--- src/rtl/serial_bit_tx.sv ---
// serial_bit_tx
//   Parallel-to-serial transmitter. Accepts one WIDTH-bit word per
//   valid/ready handshake and emits it one bit per clock with en high,
//   LSB first (MSB_FIRST = 0) or MSB first (MSB_FIRST = 1). Back-to-back
//   words stream with no idle cycle between them.
//
//   Ports
//     clk       in   rising-edge clock
//     rst_n     in   asynchronous active-low reset
//     in_valid  in   in_data holds a word to send
//     in_ready  out  word can be accepted this cycle (combinational)
//     in_data   in   WIDTH-bit word, sampled only on the accept edge
//     en        out  serial bit enable, high exactly while d carries payload
//     d         out  serial data bit, 0 whenever en = 0
//     busy      out  a word is in transmission
//     done      out  high during the cycle carrying the last bit of a word
//
//   state | meaning
//   IDLE  | no word in flight, en/d/busy/done low, ready for a word
//   SHIFT | bit cnt of the current word is on d
module serial_bit_tx #(
    parameter int WIDTH     = 8,
    parameter bit MSB_FIRST = 1'b0
) (
    input  logic             clk,
    input  logic             rst_n,
    input  logic             in_valid,
    output logic             in_ready,
    input  logic [WIDTH-1:0] in_data,
    output logic             en,
    output logic             d,
    output logic             busy,
    output logic             done
);

    localparam int            CW      = $clog2(WIDTH);
    localparam logic [CW-1:0] LAST    = CW'(WIDTH - 1);
    localparam int            OUT_IDX = MSB_FIRST ? WIDTH - 1 : 0;

    typedef enum logic {
        IDLE  = 1'b0,
        SHIFT = 1'b1
    } state_t;

    state_t           state;
    logic [CW-1:0]    cnt;
    logic [CW-1:0]    cnt_inc;
    logic [WIDTH-1:0] sr;
    logic             last;
    logic             accept;

    assign cnt_inc = cnt + CW'(1);
    assign last    = (state == SHIFT) && (cnt == LAST);
    // Gated by rst_n so no handshake can complete while reset is held.
    assign in_ready = rst_n && ((state == IDLE) || last);
    assign accept   = in_valid && in_ready;

    // The shift register is cleared whenever the FSM goes idle, so its
    // output tap reads 0 outside SHIFT without extra gating.
    assign d = sr[OUT_IDX];

    always_ff @(posedge clk or negedge rst_n) begin
        if (!rst_n) begin
            state <= IDLE;
            cnt   <= '0;
            sr    <= '0;
            en    <= 1'b0;
            busy  <= 1'b0;
            done  <= 1'b0;
        end else if (accept) begin
            // Covers both the idle accept and the reload on the last bit.
            state <= SHIFT;
            sr    <= in_data;
            cnt   <= '0;
            en    <= 1'b1;
            busy  <= 1'b1;
            done  <= 1'b0;
        end else if (state == SHIFT) begin
            if (cnt == LAST) begin
                state <= IDLE;
                sr    <= '0;
                cnt   <= '0;
                en    <= 1'b0;
                busy  <= 1'b0;
                done  <= 1'b0;
            end else begin
                sr   <= MSB_FIRST ? (sr << 1) : (sr >> 1);
                cnt  <= cnt_inc;
                done <= (cnt_inc == LAST);
            end
        end
    end

endmodule

--- config.mk ---
export PLATFORM = sky130hd
export DESIGN_NAME = serial_bit_tx
export DESIGN_NICKNAME = d
export VERILOG_FILES = /design/src/rtl/serial_bit_tx.sv
export SDC_FILE = /design/constraint.sdc
export NUM_CORES = 1
export LEC_CHECK = 0
export BUFFER_PORTS_ARGS = -buffer_cell sky130_fd_sc_hd__buf_2
export CAP_MARGIN = 20
export CORE_MARGIN = 5
export CORE_UTILIZATION = 39
export CTS_CLUSTER_DIAMETER = 100
export DETAILED_ROUTE_END_ITERATION = 10
export GPL_ROUTABILITY_DRIVEN = 0
export HOLD_SLACK_MARGIN = 0.06
export PLACE_DENSITY = 0.67
export SYNTH_ARGS = -nofsm -noshare
export SYNTH_HDL_FRONTEND = slang
export SYNTH_SLANG_ARGS = --single-unit
--- constraint.sdc ---
create_clock -name clk -period 1.6 [get_ports clk]
set_input_delay 0.08 -clock clk [delete_from_list [all_inputs] [get_ports clk]]
set_output_delay 0.08 -clock clk [all_outputs]
set_load 0.005 [all_outputs]
==> flow_summary.toml, run 1 <==
[run_status]
status = "completed"

[timing]
period_share_pct = 95.3
tightest_slew_ns = 0.373
hold_viol_final = 0
worst_clock_skew_ns = 0.00455
setup_tns_ns = 0
rsz0062_at_grt = "false"
period_needed_ns = 1.52
fmax_ghz = 0.656
setup-violations-final = 0
drv_slew = 0
maxSlewHeadroom_pct = 75.1

[global_routing]
antenna_found_initial = 0
grt_start_max_net_pins = 15
overflow = 0
grt_pass1_wl_mm = 2.35
track_usage_pct = 11.4
grt_pass1_vias = 545

[worst_setup_path]
start_kind = "register"
cp_max_fo = 11
cp-end-kind = "primary output"
cp.required_ns = 1.52
reg2reg_to = "sr[6]"
crit_family = "adder cells"
rr_worst_depth = 6
critPathSlowestCell = "dfrtp_1"
path_buf_inv = 1
path_cells = "ha_1 > ha_2 > nor2b_4 > nor2b_1 > buf_2"
rrSetupSlack_ns = 0.18
crit_arrival_ns = 1.44
r2r_start = "cnt[0]"
path_class = "reg -> out"
slowest_delay_ns = 0.41

[route]
vias_per_cell = 5.07
wl_per_cell_um = 12.5
first_pass_iters = 3
ant_nets = 0
dr.first_iter.drc_count = 4
num_vias = 568
drc = 0
drt-total-wl_mm = 1.40

[finish]
area_delta_synth_final_pct = 13.7
drive_gt1_share_pct = 31.0
num-nets-final = 103
fin_util_pct = 47.7
diodes = 0

[power_and_ir_drop]
cellLeakagePower_uw = 0.000430
p_per_area_nw_per_um2 = 1490
max-vdd-ir-drop_mv = 0.855
design_power_total_uw = 1270

[run]
maxCapViolCount = 0

[logic_synthesis]
synth_top_area_share_pct = 46.8
yosysTopAreaCell = "dfrtp_1"
ys_types = 22
syn_area_um2 = 748
ys_ff_latch = 14
synth-seq-area-share_pct = 46.8
async_flop_share_pct = 100
synth_edf_count = 0
yosysMostFrequentCell = "nand2_1"
synth_fp_nets = 85
syn_avg_cell_area_um2 = 10.5
yosys-top-cells-area = "dfrtp_1 (47%), a32oi_1 (8.2%), nand2_1 (7.5%)"
synthFlopType = "dfrtp_1"
ys_warn_count = 0
synth_common_cells = "nand2_1 (15), dfrtp_1 (14), a32oi_1 (7), o211ai_1 (7), buf_6 (4)"
syn_inst = 71

[clock_tree]
clk_latency_ns = 0.27
clkSinkCount = 14
cts_made_buffers = 3
cts_root_buffer = "clkbuf_4"
path_clk_slew_ns = 0.07
clock_tree.htree_level_count = 1
tritoncts = "yes"
cts_max_path_buffers = 2

[floorplanning]
initial_utilization_pct = 42.0
rows = 15
num_io_pins = 16
core_um2 = 1780
fp.dieW_um = 53.8
die_h_um = 53.8
die-area_um2 = 2890

[min_path]
min_delay_path_depth = 3
min-delay-start = "in_data[1]"
hold_class = "in -> reg"
min_to = "sr[1]"

[placement]
dp_hpwl_mm = 1.05
port_buffers = 15
[cells in the final DEF (no fill, tap or decap)]
cell	Yosys	routed
clkbuf_4	0	3
ha_1	3	2
nor2_1	1	1
a21oi_2	2	2
nor2b_4	1	1
nand3_1	2	2
inv_1	2	2
o21ai_0	1	1
and3_4	1	1
inv_2	1	1
o21ai_1	1	1
and2_1	1	1
buf_4	1	3
dlygate4sd3_1	0	2
buf_2	1	15
nor2b_1	1	1
ha_2	0	1
dfrtp_1	14	14
nand2_1	15	15
o211ai_1	7	7
a32oi_1	7	7
o22ai_1	3	3
mux2i_1	1	1
[area by class of cell]
type | count | area, um^2
clock buffers | 3 | 22.5
fillers | 174 | 932
inverters | 3 | 11.3
multi-input cells | 47 | 318
flip-flops and latches | 14 | 350
well taps | 25 | 31.3
repair buffers | 20 | 118
[where the power goes]
| part | leakage (uW) | internal, uW | switching, uW |
|---|---|---|---|
| Sequential | 0.000182 | 489 | 87.4 |
| Clock | 0.0000138 | 87.1 | 97.8 |
| Combinational | 0.000235 | 235 | 274 |
| Total | 0.000430 | 811 | 459 |
[logic make-up (layout without fill, tap and decap cells)]
| family | after synthesis | count (layout) | share of synthesized area (%) |
|---|---|---|---|
| compound gates | 21 | 21 | 21.4 |
| fa+ha+maj | 3 | 3 | 5.02 |
| buf+inv | 10 | 26 | 11.0 |
| flops | 14 | 14 | 46.8 |
| mux | 1 | 1 | 1.34 |
| simple gates | 22 | 22 | 14.4 |
[state kept, by name, indices dropped and copies added (netlist names)]
| signal | flops |
|---|---|
| sr | 8 |
| cnt | 3 |
| busy | 1 |
| done | 1 |
| state | 1 |
[worst max-delay path by stage]
stage,cells after the start,slack [ns],end,start
after floorplan,6,0.23,busy,cnt[0]
after global placement,5,0.16,in_ready,cnt[0]
after detailed placement,5,0.14,in_ready,cnt[0]
after CTS,5,0.06,in_ready,cnt[0]
after global routing,5,0.006,in_ready,cnt[0]
final,5,0.08,in_ready,cnt[0]
[through the flow]
| step | setup WS (ns) | instance area [um^2] | hold slack [ns] | std cells |
|---|---|---|---|---|
| 2_1_floorplan | 0.229 | 748 | -0.216 | 71 |
| 3_3_place_gp | 0.163 | 798 | -0.0759 | 106 |
| 3_5_place_dp | 0.141 | 798 | -0.0715 | 106 |
| 4_1_cts | 0.0571 | 851 | 0.0638 | 112 |
| 5_1_grt | 0.00578 | 851 | 0.0744 | 112 |
| 6_report | 0.0753 | 851 | 0.0632 | 112 |
[tightest hold or removal path, stage by stage]
cell and delay [ns]:
buf_2 0.08, o211ai_1 0.08, nand2_1 0.07
[timing repair]
action,in CTS,in global routing
hold buffers,2,0
endpoints found under the hold margin,15,0
endpoints found under the setup margin,1,0
buffers inserted,1,0
gates resized for setup,1,0
[layer usage]
| metal | up-vias | GRT usage (%) | part of all wire (%) |
|---|---|---|---|
| li1 | 290 | - | - |
| met1 | 264 | 15.4 | 49 |
| met2 | 12 | 17.3 | 44 |
| met3 | 2 | 4.99 | 5.7 |
| met4 | 0 | 1.28 | 0.85 |
| met5 | - | 0 | 0 |
Power figures use the tool's default switching activity.
==> inputs of run 2 (changes only) <==
--- a/config.mk
+++ b/config.mk
@@ -8,12 +8,13 @@
 export BUFFER_PORTS_ARGS = -buffer_cell sky130_fd_sc_hd__buf_2
 export CAP_MARGIN = 20
 export CORE_MARGIN = 5
-export CORE_UTILIZATION = 39
+export CORE_UTILIZATION = 40
 export CTS_CLUSTER_DIAMETER = 100
 export DETAILED_ROUTE_END_ITERATION = 10
 export GPL_ROUTABILITY_DRIVEN = 0
 export HOLD_SLACK_MARGIN = 0.06
-export PLACE_DENSITY = 0.67
+export PLACE_DENSITY = 0.69
+export REMOVE_ABC_BUFFERS = 1
 export SYNTH_ARGS = -nofsm -noshare
 export SYNTH_HDL_FRONTEND = slang
 export SYNTH_SLANG_ARGS = --single-unit
==> run 2 against run 1 <==
  * Sequential power is 4.0% higher
  * Global-route usage is 1.8 points higher
  * Die area is 2.0% lower
  * Largest power group unchanged
==> flow_summary.toml, run 2 (synthesis gave the netlist of run 1 again) <==
[route]
wl_per_cell_um = 13.5
vias_per_cell = 5.23
first_pass_iters = 4
drc = 0
drt-total-wl_mm = 1.59
ant_nets = 0
num_vias = 617
dr.first_iter.drc_count = 16

[finish]
most-common-layout-cells = "nand2_1 (15), buf_2 (15), dfrtp_1 (14), dlygate4sd3_1 (8)"
fin_util_pct = 53.1
stdcell_count = 118
num-nets-final = 108
largest_reg_flops = 8
drive_gt1_share_pct = 29.0
top_register = "sr"
fill_cells = 161
diodes = 0
multi_input_area_um2 = 328
ff_latch_area_um2 = 350
reg_top3 = "sr x8, cnt x3"
area_delta_synth_final_pct = 23.9

[clock_tree]
tritoncts = "yes"
cts_made_buffers = 3
clock_tree.htree_level_count = 1
cts_root_buffer = "clkbuf_4"
cts_max_path_buffers = 2
path_clk_slew_ns = 0.09
clk_latency_ns = 0.28
clkSinkCount = 14

[worst_setup_path]
cp_max_fo = 11
rr_worst_depth = 6
crit_arrival_ns = 1.44
cp.required_ns = 1.52
cp-end-kind = "primary output"
start_kind = "register"
slowest_delay_ns = 0.41
critPathSlowestCell = "dfrtp_1"
path_class = "reg -> out"
path_cells = "ha_1 > ha_4 > nor2b_4 > nor2b_1 > buf_2"

[timing]
period_share_pct = 94.9
worst_clock_skew_ns = 0.00490
period_needed_ns = 1.52
drv_slew = 0
rsz0062_at_grt = "false"
setup-violations-final = 0
hold_viol_final = 0
maxSlewHeadroom_pct = 74.2
tightest_slew_ns = 0.387
setup_tns_ns = 0
fmax_ghz = 0.658

[global_routing]
grt_pass1_wl_mm = 2.64
track_usage_pct = 13.2
antenna_found_initial = 0
grt_pass1_vias = 573
overflow = 0
grt_start_max_net_pins = 15

[placement]
port_buffers = 15
dp_hpwl_mm = 1.08
placedCellCount = 105

[floorplanning]
rows = 15
num_io_pins = 16
core_um2 = 1750
fp.dieW_um = 53.3
die-area_um2 = 2840
die_h_um = 53.3
initial_utilization_pct = 42.9

[power_and_ir_drop]
p_per_area_nw_per_um2 = 1490
max-vdd-ir-drop_mv = 0.857
cellLeakagePower_uw = 0.000459
design_power_total_uw = 1380

[min_path]
hold_class = "in -> reg"
min_delay_path_depth = 3

[run]
maxCapViolCount = 0

[run_status]
status = "completed"
==> run 2: cell count changes in the layout (fill, tap and decap cells not counted) <==
cell | before | now
dlygate4sd3_1 | 2 | 8
ha_4 | 0 | 1
clkbuf_8 | 0 | 1
buf_4 | 3 | 2
ha_2 | 1 | 0
==> run 2: final timing paths <==
check	startpoint	to	slack, ns
min in group asynchronous	rst_n	done	0.19
worst min-delay path	in_data[4]	sr[4]	0.06
worst max register to register	cnt[0]	sr[6]	0.21
worst max-delay path	cnt[0]	in_ready	0.08
worst min register to register	sr[1]	sr[0]	0.49
max in group asynchronous	rst_n	sr[0]	1.04
==> run 2: cell type report <==
class	instances	area share (%)
Inverter	3	1.21
Sequential cell	14	37.8
Timing Repair Buffer	25	18.4
Clock buffer	4	3.91
Multi-Input combinational cell	47	35.4
Tap cell	25	3.37
==> run 2: per-stage QoR <==
stage | setup slack, ns | instance area (um^2) | hold WS [ns]
3_3_place_gp | 0.175 | 791 | -0.0409
3_5_place_dp | 0.129 | 791 | -0.0409
2_1_floorplan | 0.241 | 677 | -0.216
4_1_cts | 0.0358 | 897 | 0.0607
5_1_grt | 0.00228 | 927 | 0.0752
6_report | 0.0812 | 927 | 0.0558
==> run 2: power breakdown <==
part	leakage [uW]	internal [uW]	switching (uW)
registers	0.000182	488	111
clock network	0.0000210	139	120
logic	0.000256	256	268
==> run 2: critical path, delay by kind of cell (launching register included) <==
| family | cells | cell delay (ns) |
|---|---|---|
| buffers and inverters | 1 | 0.12 |
| adders and majority gates | 2 | 0.46 |
| DFF | 1 | 0.41 |
| and+or+nand+nor | 2 | 0.17 |
==> run 2: repair_timing <==
item,in CTS,in global routing
hold endpoints to repair,19,2
pin swaps,0,0
hold buffers,6,2
endpoints found under the setup margin,1,1
resized for setup,1,1
buffers inserted,1,0
==> run 2: per-layer routing <==
layer | global-route usage (%) | up-vias | part of all wire, %
li1 | - | 300 | -
met5 | 0 | - | 0
met4 | 5.11 | 0 | 1.1
met2 | 19.8 | 30 | 47
met3 | 5.07 | 2 | 8.4
met1 | 17.0 | 285 | 43
